`src/rtl/locking_rr_arbiter_param_pkg.sv`:
```
// Shared definitions for the locking round-robin arbiter family:
// width derivations and per-channel payload width defaults.
package locking_rr_arbiter_param_pkg;

  // Default flattened payload widths for the message-network channels.
  localparam int GRANT_DATA_W   = 76;
  localparam int RELEASE_DATA_W = 76;
  localparam int ACQUIRE_DATA_W = 76;
  localparam int DEFAULT_DATA_W = GRANT_DATA_W;

  // Index width for n requesters; never narrower than one bit.
  function automatic int idx_w_of(input int n);
    return (n > 1) ? $clog2(n) : 1;
  endfunction

  // Beat counter width; a single-beat configuration still keeps one bit.
  function automatic int beats_w_of(input int beats);
    return (beats > 1) ? $clog2(beats) : 1;
  endfunction

endpackage

```
`src/rtl/locking_rr_arbiter_param_rr_priority_pick.sv`:
```
// Round-robin priority pick: first valid index above last_grant,
// else the lowest valid index, else N_IN-1. Purely combinational.
module rr_priority_pick
  import locking_rr_arbiter_param_pkg::*;
#(
  parameter int N_IN  = 4,
  parameter int IDX_W = idx_w_of(N_IN)
) (
  input  logic [N_IN-1:0]  valid,
  input  logic [IDX_W-1:0] last_grant,
  output logic [IDX_W-1:0] choice
);

  logic             found_hi;
  logic             found_lo;
  logic [IDX_W-1:0] hi_idx;
  logic [IDX_W-1:0] lo_idx;

  // Scan from the top down so the last hit left standing is the lowest index.
  always_comb begin
    found_hi = 1'b0;
    found_lo = 1'b0;
    hi_idx   = {IDX_W{1'b0}};
    lo_idx   = {IDX_W{1'b0}};
    for (int i = N_IN - 1; i >= 0; i--) begin
      lo_idx   = valid[i] ? IDX_W'(i) : lo_idx;
      found_lo = found_lo | valid[i];
      hi_idx   = (valid[i] && (IDX_W'(i) > last_grant)) ? IDX_W'(i) : hi_idx;
      found_hi = found_hi | (valid[i] && (IDX_W'(i) > last_grant));
    end
    if (found_hi) begin
      choice = hi_idx;
    end else if (found_lo) begin
      choice = lo_idx;
    end else begin
      choice = IDX_W'(N_IN - 1);
    end
  end

endmodule

```
`src/rtl/locking_rr_arbiter_param.sv`:
```
// N-input locking round-robin arbiter. A message flagged multi-beat holds
// the output on its source until BEATS beats have transferred; otherwise
// the grant pointer rotates on every transfer.
module locking_rr_arbiter_param
  import locking_rr_arbiter_param_pkg::*;
#(
  parameter int N_IN   = 4,
  parameter int DATA_W = DEFAULT_DATA_W,
  parameter int BEATS  = 8,
  parameter int IDX_W  = idx_w_of(N_IN)
) (
  input  logic                     clk,
  input  logic                     reset,
  input  logic [N_IN-1:0]          io_in_valid,
  output logic [N_IN-1:0]          io_in_ready,
  input  logic [N_IN-1:0]          io_in_multibeat,
  input  logic [N_IN*DATA_W-1:0]   io_in_bits,
  output logic                     io_out_valid,
  input  logic                     io_out_ready,
  output logic [DATA_W-1:0]        io_out_bits,
  output logic [IDX_W-1:0]         io_chosen,
  output logic                     io_locked
);

  localparam int                 BEATS_W   = beats_w_of(BEATS);
  localparam logic               LOCK_EN   = (BEATS > 1);
  localparam logic [BEATS_W-1:0] BEAT_ZERO = {BEATS_W{1'b0}};
  localparam logic [BEATS_W-1:0] BEAT_ONE  = BEATS_W'(1);
  localparam logic [BEATS_W-1:0] LAST_BEAT = BEATS_W'(BEATS - 1);

  logic [BEATS_W-1:0] beat_cnt_q, beat_cnt_d;
  logic [IDX_W-1:0]   lock_idx_q, lock_idx_d;
  logic [IDX_W-1:0]   last_grant_q, last_grant_d;

  logic [IDX_W-1:0]   choice;
  logic [IDX_W-1:0]   chosen;
  logic               locked;
  logic               multibeat_sel;
  logic               fire;

  rr_priority_pick #(
    .N_IN  (N_IN),
    .IDX_W (IDX_W)
  ) u_pick (
    .valid      (io_in_valid),
    .last_grant (last_grant_q),
    .choice     (choice)
  );

  assign locked    = (beat_cnt_q != BEAT_ZERO);
  assign chosen    = locked ? lock_idx_q : choice;
  assign fire      = io_out_valid & io_out_ready;
  assign io_chosen = chosen;
  assign io_locked = locked;

  // Output mux and per-input ready; ready depends only on the selection, never on valid.
  always_comb begin
    io_out_bits   = {DATA_W{1'b0}};
    io_out_valid  = 1'b0;
    multibeat_sel = 1'b0;
    io_in_ready   = {N_IN{1'b0}};
    for (int i = 0; i < N_IN; i++) begin
      io_in_ready[i] = io_out_ready & (chosen == IDX_W'(i));
      io_out_bits    = (chosen == IDX_W'(i)) ? io_in_bits[i*DATA_W +: DATA_W] : io_out_bits;
      io_out_valid   = (chosen == IDX_W'(i)) ? io_in_valid[i] : io_out_valid;
      multibeat_sel  = (chosen == IDX_W'(i)) ? io_in_multibeat[i] : multibeat_sel;
    end
  end

  // Next state: pointer follows every transfer; lock opens on a multi-beat
  // first beat and closes on the transfer of the final beat.
  always_comb begin
    beat_cnt_d   = beat_cnt_q;
    lock_idx_d   = lock_idx_q;
    last_grant_d = last_grant_q;
    if (fire) begin
      last_grant_d = chosen;
      if (locked) begin
        beat_cnt_d = (beat_cnt_q == LAST_BEAT) ? BEAT_ZERO : (beat_cnt_q + BEAT_ONE);
      end else if (LOCK_EN && multibeat_sel) begin
        beat_cnt_d = BEAT_ONE;
        lock_idx_d = chosen;
      end else begin
        beat_cnt_d = beat_cnt_q;
      end
    end else begin
      beat_cnt_d = beat_cnt_q;
    end
  end

  // State registers; reset drops any lock in progress.
  always_ff @(posedge clk) begin
    if (reset) begin
      beat_cnt_q   <= BEAT_ZERO;
      lock_idx_q   <= {IDX_W{1'b0}};
      last_grant_q <= {IDX_W{1'b0}};
    end else begin
      beat_cnt_q   <= beat_cnt_d;
      lock_idx_q   <= lock_idx_d;
      last_grant_q <= last_grant_d;
    end
  end

endmodule

```
`config.mk`:
```
export PLATFORM = sky130hd
export DESIGN_NAME = locking_rr_arbiter_param
export DESIGN_NICKNAME = d
export VERILOG_FILES = /design/src/rtl/locking_rr_arbiter_param_pkg.sv /design/src/rtl/locking_rr_arbiter_param_rr_priority_pick.sv /design/src/rtl/locking_rr_arbiter_param.sv
export SDC_FILE = /design/constraint.sdc
export NUM_CORES = 1
export LEC_CHECK = 0
export CAP_MARGIN = 10
export CORE_AREA = 5 5 154 156
export CTS_CLUSTER_DIAMETER = 60
export DETAILED_ROUTE_END_ITERATION = 8
export DIE_AREA = 0 0 159 161
export GPL_ROUTABILITY_DRIVEN = 0
export MAX_ROUTING_LAYER = met4
export SYNTH_ARGS = -nofsm -noshare
export SYNTH_HDL_FRONTEND = slang
export SYNTH_SLANG_ARGS = --single-unit
```
`constraint.sdc`:
```
create_clock -name clk -period 4.8 [get_ports clk]
set_input_delay 0.96 -clock clk [delete_from_list [all_inputs] [get_ports clk]]
set_output_delay 0.96 -clock clk [all_outputs]
set_load 0.02 [all_outputs]
```
# After elaboration in Yosys (flattened, before gate mapping)

Cells that the tools add are included.

Bitwise operators: 12
Div/mod/pow operators: 0
Multiply operators: 0
Equal/unequal tests: 4
Shift-type cells: 0
$add $sub $neg: 1
Reductions and logical operators: 9
Muxes and demuxes: 26
Order comparisons: 4

Operators by type and width:

| operator                                                            | number |
|---|---|
| 76-bit 2-to-1 mux                                                   | 4 |
| 2-bit 2-to-1 mux                                                    | 11 |
| 3-bit 2-to-1 mux                                                    | 3 |
| 1-bit 2-to-1 mux                                                    | 8 |
| 1-bit bitwise OR                                                    | 6 |
| 1-bit bitwise AND                                                   | 5 |
| 2-bit == test, second input constant                                | 2 |
| 1-bit by 2-bit > comparator with 1-bit output, first input constant | 2 |
| 2-bit > comparator, first input constant                            | 2 |
| 1-bit logical AND                                                   | 4 |
| 3-bit by 1-bit adder with 3-bit output, second input constant       | 1 |
| 3-bit == test, second input constant                                | 1 |
| 3-bit AND reduction                                                 | 1 |
| 3-bit nonzero test                                                  | 1 |
| 2-bit by 1-bit == test with 1-bit output, second input constant     | 1 |
| 2-bit logical NOT                                                   | 1 |
| 2-bit AND reduction                                                 | 1 |
| 2-bit nonzero test                                                  | 1 |
| 1-bit NOT                                                           | 1 |

Logic and storage cells: 59
Memories kept: 0
Latch bits: 0
Flip-flop bits (word level): 7
Bits in writable memories: 0
ROM bits: 0

# Depth between registers and ports, before layout

Gate-level depths: netlist (run 1).

Depth in word-level cells: 15
Depth in mapped cells: 12
Mapped depth without buffers: 10

# Cells and area by module

A second synthesis (run 1) with hierarchy kept.

Cell total of the unflattened synthesis: 576
Area, all modules: 2891.5 um^2

By module, submodules not included:

| module                   | cells an instance | sequential area each (um^2) | area an instance (um^2) | times used |
|---|---|---|---|---|
| locking_rr_arbiter_param | 566               | 140.1                       | 2816.5                  | 1 |
| rr_priority_pick         | 10                | 0.0                         | 75.1                    | 1 |

# Least setup slack after synthesis (run 1)

No wires, ideal clock.

Path type: in2out
Start: input io_in_valid[3]
End: output io_out_bits[63]
Arrival: 2.702 ns
Buffers on the path: 4
Slack: 1.138 ns
Data required time: 3.840 ns
Cell stages on the path: 9
Cells stage by stage: nand2b_1 > a221oi_2 > a211o_1 > buf_4 > buf_2 > buf_2 > buf_2 > mux2i_1 > a21oi_1

Cells in the longest elaborated chain, start to end: 12

RTL lines:

| element                                                      | line                                                                                                                                              | RTL |
|---|---|---|
| start: declaration                                           | locking_rr_arbiter_param.sv:14                                                                                                                    | `input logic [N_IN-1:0] io_in_valid,` |
| 2-bit 2-to-1 mux / 1-bit logical AND (equally long branches) | locking_rr_arbiter_param_rr_priority_pick.sv:26, locking_rr_arbiter_param_rr_priority_pick.sv:28, locking_rr_arbiter_param_rr_priority_pick.sv:29 |  |
| 2-bit 2-to-1 mux, on equally long branches (3 in a row)      | locking_rr_arbiter_param_rr_priority_pick.sv:26, locking_rr_arbiter_param_rr_priority_pick.sv:28                                                  |  |
| 2-bit 2-to-1 mux, on equally long branches                   | locking_rr_arbiter_param_rr_priority_pick.sv:33, locking_rr_arbiter_param_rr_priority_pick.sv:28                                                  |  |
| 2-bit 2-to-1 mux (*)                                         | locking_rr_arbiter_param_rr_priority_pick.sv:31                                                                                                   | `if (found_hi) begin` |
| 2-bit 2-to-1 mux (*)                                         | locking_rr_arbiter_param.sv:51                                                                                                                    | `assign chosen = locked ? lock_idx_q : choice;` |
| net io_chosen[1]                                             | locking_rr_arbiter_param.sv:21                                                                                                                    | `output logic [IDX_W-1:0] io_chosen,` |
| 2-bit logical NOT                                            | locking_rr_arbiter_param.sv:64                                                                                                                    | `io_out_bits = (chosen == IDX_W'(i)) ? io_in_bits[i*DATA_W +: DATA_W] : io_out_bits;` |
| 76-bit 2-to-1 mux (3 in a row)                               | locking_rr_arbiter_param.sv:64                                                                                                                    |  |
| 76-bit 2-to-1 mux (*)                                        | locking_rr_arbiter_param.sv:64                                                                                                                    |  |
| end: declaration                                             | locking_rr_arbiter_param.sv:20                                                                                                                    | `output logic [DATA_W-1:0] io_out_bits,` |

The timed path passes the listed nets; every way through them passes the cells marked *.

# Worst setup path in the final report (run 1)

Start: input io_in_valid[3]
End: output io_out_bits[68]

Cells in the longest elaborated chain, start to end: 12

RTL lines:

| element                                                      | line |
|---|---|
| 2-bit 2-to-1 mux / 1-bit logical AND (equally long branches) | locking_rr_arbiter_param_rr_priority_pick.sv:26, locking_rr_arbiter_param_rr_priority_pick.sv:28, locking_rr_arbiter_param_rr_priority_pick.sv:29 |
| 2-bit 2-to-1 mux, on equally long branches (3 in a row)      | locking_rr_arbiter_param_rr_priority_pick.sv:26, locking_rr_arbiter_param_rr_priority_pick.sv:28 |
| 2-bit 2-to-1 mux, on equally long branches                   | locking_rr_arbiter_param_rr_priority_pick.sv:33, locking_rr_arbiter_param_rr_priority_pick.sv:28 |
| 2-bit 2-to-1 mux (*)                                         | locking_rr_arbiter_param_rr_priority_pick.sv:31 |
| 2-bit 2-to-1 mux (*)                                         | locking_rr_arbiter_param.sv:51 |
| 2-bit logical NOT                                            | locking_rr_arbiter_param.sv:64 |
| 76-bit 2-to-1 mux (3 in a row)                               | locking_rr_arbiter_param.sv:64 |
| 76-bit 2-to-1 mux (*)                                        | locking_rr_arbiter_param.sv:64 |

Every way passes the cells marked *; elsewhere a longest branch is shown, timed or not.

==> flow_metrics.py, run 1 <==
metrics = {
    "status": {
        "outcome": "completed",
    },
    "clock_network": {
        "clk_latency_ns": 0.23,
        "root_buffer": "clkbuf_16",
        "cts_hold_buffers": 0,
        "cts_setup_buffers": 0,
        "cts_tree": "yes",
        "htree_levels": 1,
        "clkTransAtPathRegs_ns": 0.04,
        "cts_sinks": 7,
        "cts_inserted_buffers": 3,
        "cts_buffer_depth": 2,
        "cts_resized": 0,
    },
    "hold_path": {
        "min_path_cells": 2,
        "min-delay-start": "lock_idx_q[0]$_SDFFE_PP0P_",
        "worstHoldPathType": "reg2reg",
        "hold_end": "lock_idx_q[0]$_SDFFE_PP0P_",
    },
    "final_layout": {
        "fillers": 2350,
        "final_area_mm2": 0.00748,
        "nets": 1104,
        "antenna_cells": 0,
        "drive_above_1_share": 0.136,
        "utilization": 0.337,
        "area_growth_syn_to_layout_pct": 150,
    },
    "setup_path": {
        "critPathLaunch": "io_in_valid[3]",
        "crit_top_cell": "clkdlybuf4s50_1",
        "crit_fanout": 36,
        "cp-start-kind": "input pin",
        "r2r-end": "lock_idx_q[1]$_SDFFE_PP0P_",
        "crit_arrival_ns": 3.64,
        "cp.required_ns": 3.84,
        "rr_startpoint": "beat_cnt_q[0]$_SDFFE_PP0P_",
        "cp_num_buf_inv": 4,
        "endpoint_kind": "output port",
        "worst-setup-path-type": "in2out",
        "r2r_slack_ns": 1.79,
        "cpMaxStageDelayCell": "clkdlybuf4s50_1",
        "cpLargestDelayFamily": "buffers and inverters",
        "critPathMaxStageDelay_ns": 0.55,
        "crit_chain": "clkdlybuf4s50_1 -> nand2b_1 -> a221oi_2 -> a211o_4 -> buf_12 -> buf_4 -> mux2_2 -> nor2_1 -> a21oi_1 -> clkdlybuf4s50_1",
        "worstRegToRegCells": 12,
    },
    "floorplanning": {
        "rows": 55,
        "initial_core_util": 0.135,
        "fp.dieArea_mm2": 0.0256,
        "core_region_area_mm2": 0.0222,
        "die_h_um": 161,
        "fp.dieW_um": 159,
        "io_pins": 399,
    },
    "pwr": {
        "powerDensity_mw_per_mm2": 657,
        "ir_drop_mv": 0.567,
        "power_leakage_nw": 3.02,
    },
    "drt": {
        "avgRoutedWirePerCell_um": 16.7,
        "viasPerCell": 4.11,
        "drc": 0,
        "wl_mm": 17.8,
        "firstDrtPassIters": 6,
        "vias": 4395,
        "drtIter0Drc": 198,
        "ant_nets": 0,
    },
    "sta": {
        "slew_headroom": 0.560,
        "tns_ns": 0,
        "finalCriticalPeriod_ns": 4.60,
        "final_hold_viol_count": 0,
        "skew_ns": 0.000376,
        "final_max_slew_viol_count": 0,
        "finalSetupViolations": 0,
        "finalCritPeriodShare": 0.958,
        "worst_slew_pin_slew_ns": 0.663,
        "fmax_ghz": 0.217,
        "fin_ws_ns": 0.199,
        "grt_setup_unrepaired": "no",
        "hold_slack_ns": 0.472,
    },
    "synthesis": {
        "synth_edf_count": 0,
        "synth_ff_type": "dfxtp_1",
        "synth-seq-area-share": 0.0468,
        "syn-num-nets": 720,
        "synth.distinct_cells": 35,
        "synth_common_cells": "83 x mux2i_1, 83 x nor2_1, 80 x a21oi_1",
        "ys_warn_count": 0,
        "syn_area_mm2": 0.00299,
        "ys_ff_latch": 7,
        "async_flop_share": 0,
        "synthTopCellsByArea": "mux2_2 29%, mux2i_1 28%, a21oi_1 13%",
        "synthesis.instances": 402,
        "yosysTopAreaCell": "mux2_2",
        "synth_top_area_share": 0.290,
        "postSynthAreaPerCell_um2": 7.45,
    },
    "placed_design": {
        "place_ws_ns": 0.191,
        "placed_area_mm2": 0.00740,
        "dp_hpwl_mm": 15.7,
        "io_buffers": 398,
    },
    "run": {
        "drv_cap": 0,
    },
    "global_routing": {
        "grt_max_degree": 90,
        "grt_pass1_wl_mm": 25.9,
        "grt.total_usage": 0.129,
        "grt_pass1_vias": 4541,
        "grt_antenna_before_repair": 0,
        "overflow": 0,
    },
}
==> registers in the layout, indices dropped and copies added, names as in the netlist <==
register	count
beat_cnt_q	3
lock_idx_q	2
last_grant_q	2
==> worst max-delay path by stage <==
| stage | endpoint | slack (ns) | cells past startpoint |
|---|---|---|---|
| final | io_out_bits[68] | 0.20 | 10 |
| after global routing | io_out_bits[47] | 0.07 | 10 |
| after CTS | io_out_bits[68] | 0.18 | 10 |
| after detailed placement | io_out_bits[68] | 0.19 | 10 |
| after global placement | io_out_bits[1] | 0.21 | 10 |
| after floorplan | io_out_bits[63] | 1.14 | 9 |
==> cell type report <==
| class | count | area, µm² | share of cell area |
|---|---|---|---|
| multi-input combinational | 355 | 2690 | 0.359 |
| sequential | 7 | 140 | 0.0187 |
| timing repair buffer | 415 | 4200 | 0.562 |
| tap | 285 | 357 | 0.0477 |
| inverter | 4 | 15.0 | 0.00201 |
| clock buffer | 4 | 78.8 | 0.0105 |
==> worst min-delay path, stage by stage (launching register included) <==
cell	delay (ns)
dfxtp_1	0.31
nand2_1	0.06
mux2i_1	0.05
==> cell families after synthesis <==
group / after synthesis / synth area share
multiplexers: 160 / 0.567
buffers and inverters: 40 / 0.0589
AND/OR/NAND/NOR: 99 / 0.138
adder cells (fa/ha/maj): 3 / 0.0125
AO/OA/AOI/OAI: 93 / 0.177
flip-flops: 7 / 0.0468
==> metrics by stage <==
stage | total power, W | instances
3_5_place_dp | 0.00483 | 1066
4_1_cts | 0.00500 | 1070
3_3_place_gp | 0.00483 | 1066
6_report | 0.00491 | 1070
5_1_grt | 0.00524 | 1070
2_1_floorplan | 0.00274 | 402
==> routing by layer <==
metal,wire (µm),global-route usage
met2,9020,0.237
met4,112,0.0151
met3,1640,0.0370
met5,0,-
met1,7060,0.144
==> power by group <==
| part | switching, W | total, W | internal [W] | leakage, nW |
|---|---|---|---|---|
| registers | 0.0000187 | 0.0000967 | 0.0000780 | 0.0570 |
| logic | 0.00237 | 0.00468 | 0.00230 | 2.92 |
| clock network | 0.0000326 | 0.000143 | 0.000111 | 0.0382 |
| total | 0.00242 | 0.00491 | 0.00249 | 3.02 |
==> layout by cell type, fill, tap and decap left out <==
cell type and n:
a211o_4 1, a21oi_1 80, nand2b_4 1, mux2_2 77
o32a_4 1, inv_2 1, buf_12 8, nor2b_1 1
a21boi_0 1, and3_1 1, o31ai_1 1, clkbuf_16 3
clkdlybuf4s50_1 395, o22a_1 1, clkbuf_1 1, o21a_1 1
nand2b_1 3, nor3_1 2, a22oi_1 1, ha_1 3
o211a_1 1, dfxtp_1 7, buf_4 12, o221a_2 1
nor2_1 83, a21o_1 1, a221oi_2 1, mux2i_1 83
o21bai_1 1, or4_1 1, nand2_1 5, o211ai_1 1
inv_1 3, nor2b_4 1, or3_1 1
(Power assumes the default switching activity.)
==> inputs of run 2 (changes only) <==
- PLACE_DENSITY: not set -> 0.5
==> flow_metrics.py, run 2 (synthesis results as in run 1) <==
metrics = {
    "setup_path": {
        "cp-start-kind": "input pin",
        "r2r-end": "lock_idx_q[1]$_SDFFE_PP0P_",
        "crit_fanout": 26,
        "rr_startpoint": "beat_cnt_q[0]$_SDFFE_PP0P_",
        "endpoint_kind": "output port",
        "crit_end": "io_out_bits[70]",
        "worstRegToRegCells": 12,
        "critPathLaunch": "io_in_valid[3]",
        "crit_arrival_ns": 3.62,
        "cp.required_ns": 3.84,
        "worst-setup-path-type": "in2out",
        "r2r_slack_ns": 1.86,
    },
    "final_layout": {
        "largest_reg_flops": 3,
        "final_cell_count_no_fill": 1068,
        "reg_top3": "beat_cnt_q x3, last_grant_q x2, lock_idx_q x2",
        "seqCellArea_um2": 140,
        "final_common_cell": "clkdlybuf4s50_1",
        "multi_input_area_mm2": 0.00269,
        "mostFrequentLayoutCells": "395 x clkdlybuf4s50_1, 83 x nor2_1, 83 x mux2i_1",
        "fillers": 2356,
        "area_growth_syn_to_layout_pct": 150,
        "utilization": 0.336,
        "drive_above_1_share": 0.134,
        "nets": 1102,
        "largest_register": "beat_cnt_q",
        "antenna_cells": 0,
        "final_area_mm2": 0.00748,
    },
    "clock_network": {
        "htree_levels": 1,
        "cts_tree": "yes",
        "cts_hold_buffers": 0,
        "cts_inserted_buffers": 3,
        "root_buffer": "clkbuf_16",
        "clkTransAtPathRegs_ns": 0.04,
        "cts_resized": 0,
        "clk_latency_ns": 0.23,
        "cts_setup_buffers": 0,
        "cts_sinks": 7,
        "cts_buffer_depth": 2,
    },
    "sta": {
        "skew_ns": 0.00130,
        "tns_ns": 0,
        "finalSetupViolations": 0,
        "slew_headroom": 0.694,
        "finalCritPeriodShare": 0.955,
        "grt_setup_unrepaired": "no",
        "finalCriticalPeriod_ns": 4.58,
        "worst_slew_pin_slew_ns": 0.461,
        "final_hold_viol_count": 0,
        "fmax_ghz": 0.218,
        "final_max_slew_viol_count": 0,
    },
    "drt": {
        "ant_nets": 0,
        "viasPerCell": 4.10,
        "drc": 0,
        "drtIter0Drc": 139,
        "avgRoutedWirePerCell_um": 18.0,
        "firstDrtPassIters": 5,
        "vias": 4384,
        "wl_mm": 19.3,
    },
    "global_routing": {
        "grt_pass1_vias": 4730,
        "overflow": 0,
        "grt_pass1_wl_mm": 28.3,
        "grt.total_usage": 0.143,
        "grt_max_degree": 96,
        "grt_antenna_before_repair": 0,
    },
    "floorplanning": {
        "fp.dieArea_mm2": 0.0256,
        "io_pins": 399,
        "core_region_area_mm2": 0.0222,
        "initial_core_util": 0.135,
        "die_h_um": 161,
        "fp.dieW_um": 159,
        "rows": 55,
    },
    "hold_path": {
        "worstHoldPathType": "reg2reg",
        "min-delay-start": "lock_idx_q[0]$_SDFFE_PP0P_",
    },
    "status": {
        "outcome": "completed",
    },
    "placed_design": {
        "placed_area_mm2": 0.00740,
        "post-place-cells": 1064,
        "io_buffers": 398,
        "dp_hpwl_mm": 16.9,
    },
    "pwr": {
        "power_leakage_nw": 3.01,
        "powerDensity_mw_per_mm2": 664,
        "ir_drop_mv": 0.347,
    },
    "run": {
        "drv_cap": 0,
    },
}
## run 2: changes by cell type in the layout (fill, tap and decap cells not counted)
cell,delta
buf_4,-3
buf_12,+1
## run 2: metrics by stage
stage          setup slack (ns)  hold WS, ns  total power, W
4_1_cts                   0.181        0.475         0.00507
2_1_floorplan              1.14        0.445         0.00274
5_1_grt                  0.0262        0.508         0.00530
3_5_place_dp              0.187        0.470         0.00490
3_3_place_gp              0.205        0.467         0.00491
6_report                  0.216        0.470         0.00497
## run 2: worst min path at each step
stage / endpoint / slack, ns / cells after the start
after floorplan: lock_idx_q[0]$_SDFFE_PP0P_ / 0.45 / 2
after CTS: lock_idx_q[0]$_SDFFE_PP0P_ / 0.48 / 2
after detailed placement: lock_idx_q[0]$_SDFFE_PP0P_ / 0.47 / 2
after global routing: lock_idx_q[0]$_SDFFE_PP0P_ / 0.51 / 2
after global placement: lock_idx_q[0]$_SDFFE_PP0P_ / 0.47 / 2
final: lock_idx_q[0]$_SDFFE_PP0P_ / 0.47 / 2
## run 2: power by group
part           switching (W)  leakage (nW)  internal, W
registers          0.0000172        0.0570    0.0000781
logic                0.00242          2.92      0.00230
clock network      0.0000319        0.0382     0.000111
## run 2: cell type report
class | instances | share of cell area
Clock buffer | 4 | 0.0105
Inverter | 4 | 0.00201
Multi-Input combinational cell | 355 | 0.359
Sequential cell | 7 | 0.0187
Tap cell | 285 | 0.0477
Timing Repair Buffer | 413 | 0.562
## run 2: worst max-delay path, stage by stage
cell and delay, ns:
clkdlybuf4s50_1 0.53, nand2b_1 0.11, a221oi_2 0.30, a211o_4 0.18, buf_12 0.19, buf_4 0.19
mux2_2 0.36, nor2_1 0.12, a21oi_1 0.07, clkdlybuf4s50_1 0.59
## run 2: per-layer routing
layer,global-route usage,vias to the layer above,wire length [µm]
li1,-,2220,-
met1,0.165,1899,7860
met2,0.256,255,9600
met3,0.0380,10,1590
met4,0.0198,0,218
met5,-,-,0
==> inputs of run 3 (changes only) <==
- DONT_BUFFER_PORTS: not set -> 1
- PLACE_DENSITY: 0.5 -> 0.3
==> flow_metrics.py, run 3 (synthesis results as in run 1) <==
metrics = {
    "setup_path": {
        "worstRegToRegCells": 11,
        "crit_arrival_ns": 3.25,
        "r2r_slack_ns": 1.30,
        "endpoint_kind": "output port",
        "cp-start-kind": "flop",
        "cp.required_ns": 3.84,
        "worst-setup-path-type": "reg2out",
        "r2r-end": "lock_idx_q[1]$_SDFFE_PP0P_",
        "crit_fanout": 64,
        "rr_startpoint": "beat_cnt_q[0]$_SDFFE_PP0P_",
    },
    "clock_network": {
        "cts_inserted_buffers": 3,
        "cts_resized": 0,
        "cts_tree": "yes",
        "clk_latency_ns": 0.23,
        "clkTransAtPathRegs_ns": 0.04,
        "cts_setup_buffers": 0,
        "root_buffer": "clkbuf_16",
        "cts_hold_buffers": 0,
        "cts_sinks": 7,
        "htree_levels": 1,
        "cts_buffer_depth": 2,
    },
    "drt": {
        "drc": 0,
        "ant_nets": 0,
        "firstDrtPassIters": 4,
        "viasPerCell": 4.46,
        "drtIter0Drc": 98,
        "wl_mm": 14.3,
        "avgRoutedWirePerCell_um": 21.3,
        "vias": 3009,
    },
    "final_layout": {
        "fillers": 2523,
        "reg_top3": "beat_cnt_q x3, last_grant_q x2, lock_idx_q x2",
        "nets": 707,
        "drive_above_1_share": 0.271,
        "final_area_mm2": 0.00346,
        "mostFrequentLayoutCells": "83 x nor2_1, 83 x mux2i_1, 80 x a21oi_1",
        "area_growth_syn_to_layout_pct": 15.7,
        "largest_register": "beat_cnt_q",
        "largest_reg_flops": 3,
    },
    "sta": {
        "finalCritPeriodShare": 0.877,
        "worst_slew_pin_slew_ns": 0.917,
        "fmax_ghz": 0.238,
        "hold_slack_ns": 0.483,
        "grt_setup_unrepaired": "no",
        "tns_ns": 0,
        "finalSetupViolations": 0,
        "final_hold_viol_count": 0,
        "finalCriticalPeriod_ns": 4.21,
        "final_max_slew_viol_count": 0,
        "slew_headroom": 0.388,
        "skew_ns": 0.000875,
    },
    "pwr": {
        "p_total_w": 0.00350,
        "switching_share": 0.630,
        "p_comb_frac": 0.933,
        "clkPwrFrac": 0.040,
        "p_int_w": 0.00130,
        "powerDensity_mw_per_mm2": 1010,
        "seq_power_share": 0.028,
        "power_leakage_nw": 1.44,
        "power_switching_w": 0.00220,
        "ir_drop_mv": 0.356,
    },
    "hold_path": {
        "worstHoldPathType": "reg2reg",
        "hold_end": "beat_cnt_q[1]$_SDFFE_PP0P_",
        "min_path_cells": 2,
        "min-delay-start": "beat_cnt_q[1]$_SDFFE_PP0P_",
    },
    "floorplanning": {
        "initial_core_util": 0.135,
        "core_region_area_mm2": 0.0222,
        "die_h_um": 161,
        "rows": 55,
        "io_pins": 399,
        "fp.dieArea_mm2": 0.0256,
        "fp.dieW_um": 159,
    },
    "global_routing": {
        "grt_antenna_before_repair": 0,
        "grt_max_degree": 81,
        "grt.total_usage": 0.0992,
        "grt_pass1_vias": 3057,
        "grt_pass1_wl_mm": 19.8,
        "overflow": 0,
    },
    "placed_design": {
        "dp_hpwl_mm": 12.8,
        "io_buffers": 0,
        "placed_area_mm2": 0.00338,
    },
    "status": {
        "outcome": "completed",
    },
    "run": {
        "drv_cap": 0,
    },
}
==> run 3: metrics by stage <==
| step | setup WS [ns] | cells | util |
|---|---|---|---|
| floorplan | 1.14 | 402 | - |
| global placement | 0.672 | 669 | 0.152 |
| detailed placement | 0.568 | 669 | 0.152 |
| CTS | 0.502 | 673 | 0.156 |
| global route | 0.317 | 673 | 0.156 |
| finish | 0.592 | 674 | 0.156 |
==> run 3: worst max path at each step <==
stage	start	to	depth (start not counted)
2_1_floorplan	io_in_valid[3]	io_out_bits[63]	9
3_3_place_gp	io_in_valid[3]	io_out_bits[0]	6
3_5_place_dp	io_in_valid[3]	io_out_bits[0]	6
4_1_cts	beat_cnt_q[0]$_SDFFE_PP0P_	io_out_bits[0]	9
5_1_grt	beat_cnt_q[0]$_SDFFE_PP0P_	io_out_bits[0]	9
6_report	beat_cnt_q[0]$_SDFFE_PP0P_	io_out_bits[72]	10
==> run 3: power groups by stage <==
stage	clock (W)	combinational, W	sequential (W)
2_1_floorplan	0	0.00265	0.0000909
6_report	0.000139	0.00326	0.0000967
4_1_cts	0.000142	0.00333	0.0000961
5_1_grt	0.000146	0.00350	0.0000986
3_5_place_dp	0	0.00333	0.0000971
3_3_place_gp	0	0.00330	0.0000967
==> run 3: layout make-up <==
| class | instances | area [µm²] | share of cell area |
|---|---|---|---|
| Timing Repair Buffer | 18 | 185 | 0.0534 |
| Inverter | 4 | 15.0 | 0.00433 |
| Tap cell | 285 | 357 | 0.103 |
| Sequential cell | 7 | 140 | 0.0404 |
| Antenna cell | 1 | 2.50 | 0.000722 |
| Multi-Input combinational cell | 355 | 2690 | 0.775 |
| Clock buffer | 4 | 78.8 | 0.0228 |
==> run 3: layer usage <==
metal  vias up  track usage  part of all wire
li1       1421            -                 -
met5         -            -                 0
met2       259        0.191              0.54
met1      1325        0.108              0.37
met3         4       0.0240             0.096
met4         0      0.00775            0.0025
==> run 3: worst max-delay path: stages (launching register included) <==
cell	delay, ns
dfxtp_1	0.33
inv_1	0.06
ha_1	0.17
nor2b_4	0.22
inv_2	0.15
a221oi_2	0.25
a211o_4	0.75
buf_12	0.32
mux2_2	0.20
nor2_1	0.03
a21oi_1	0.47
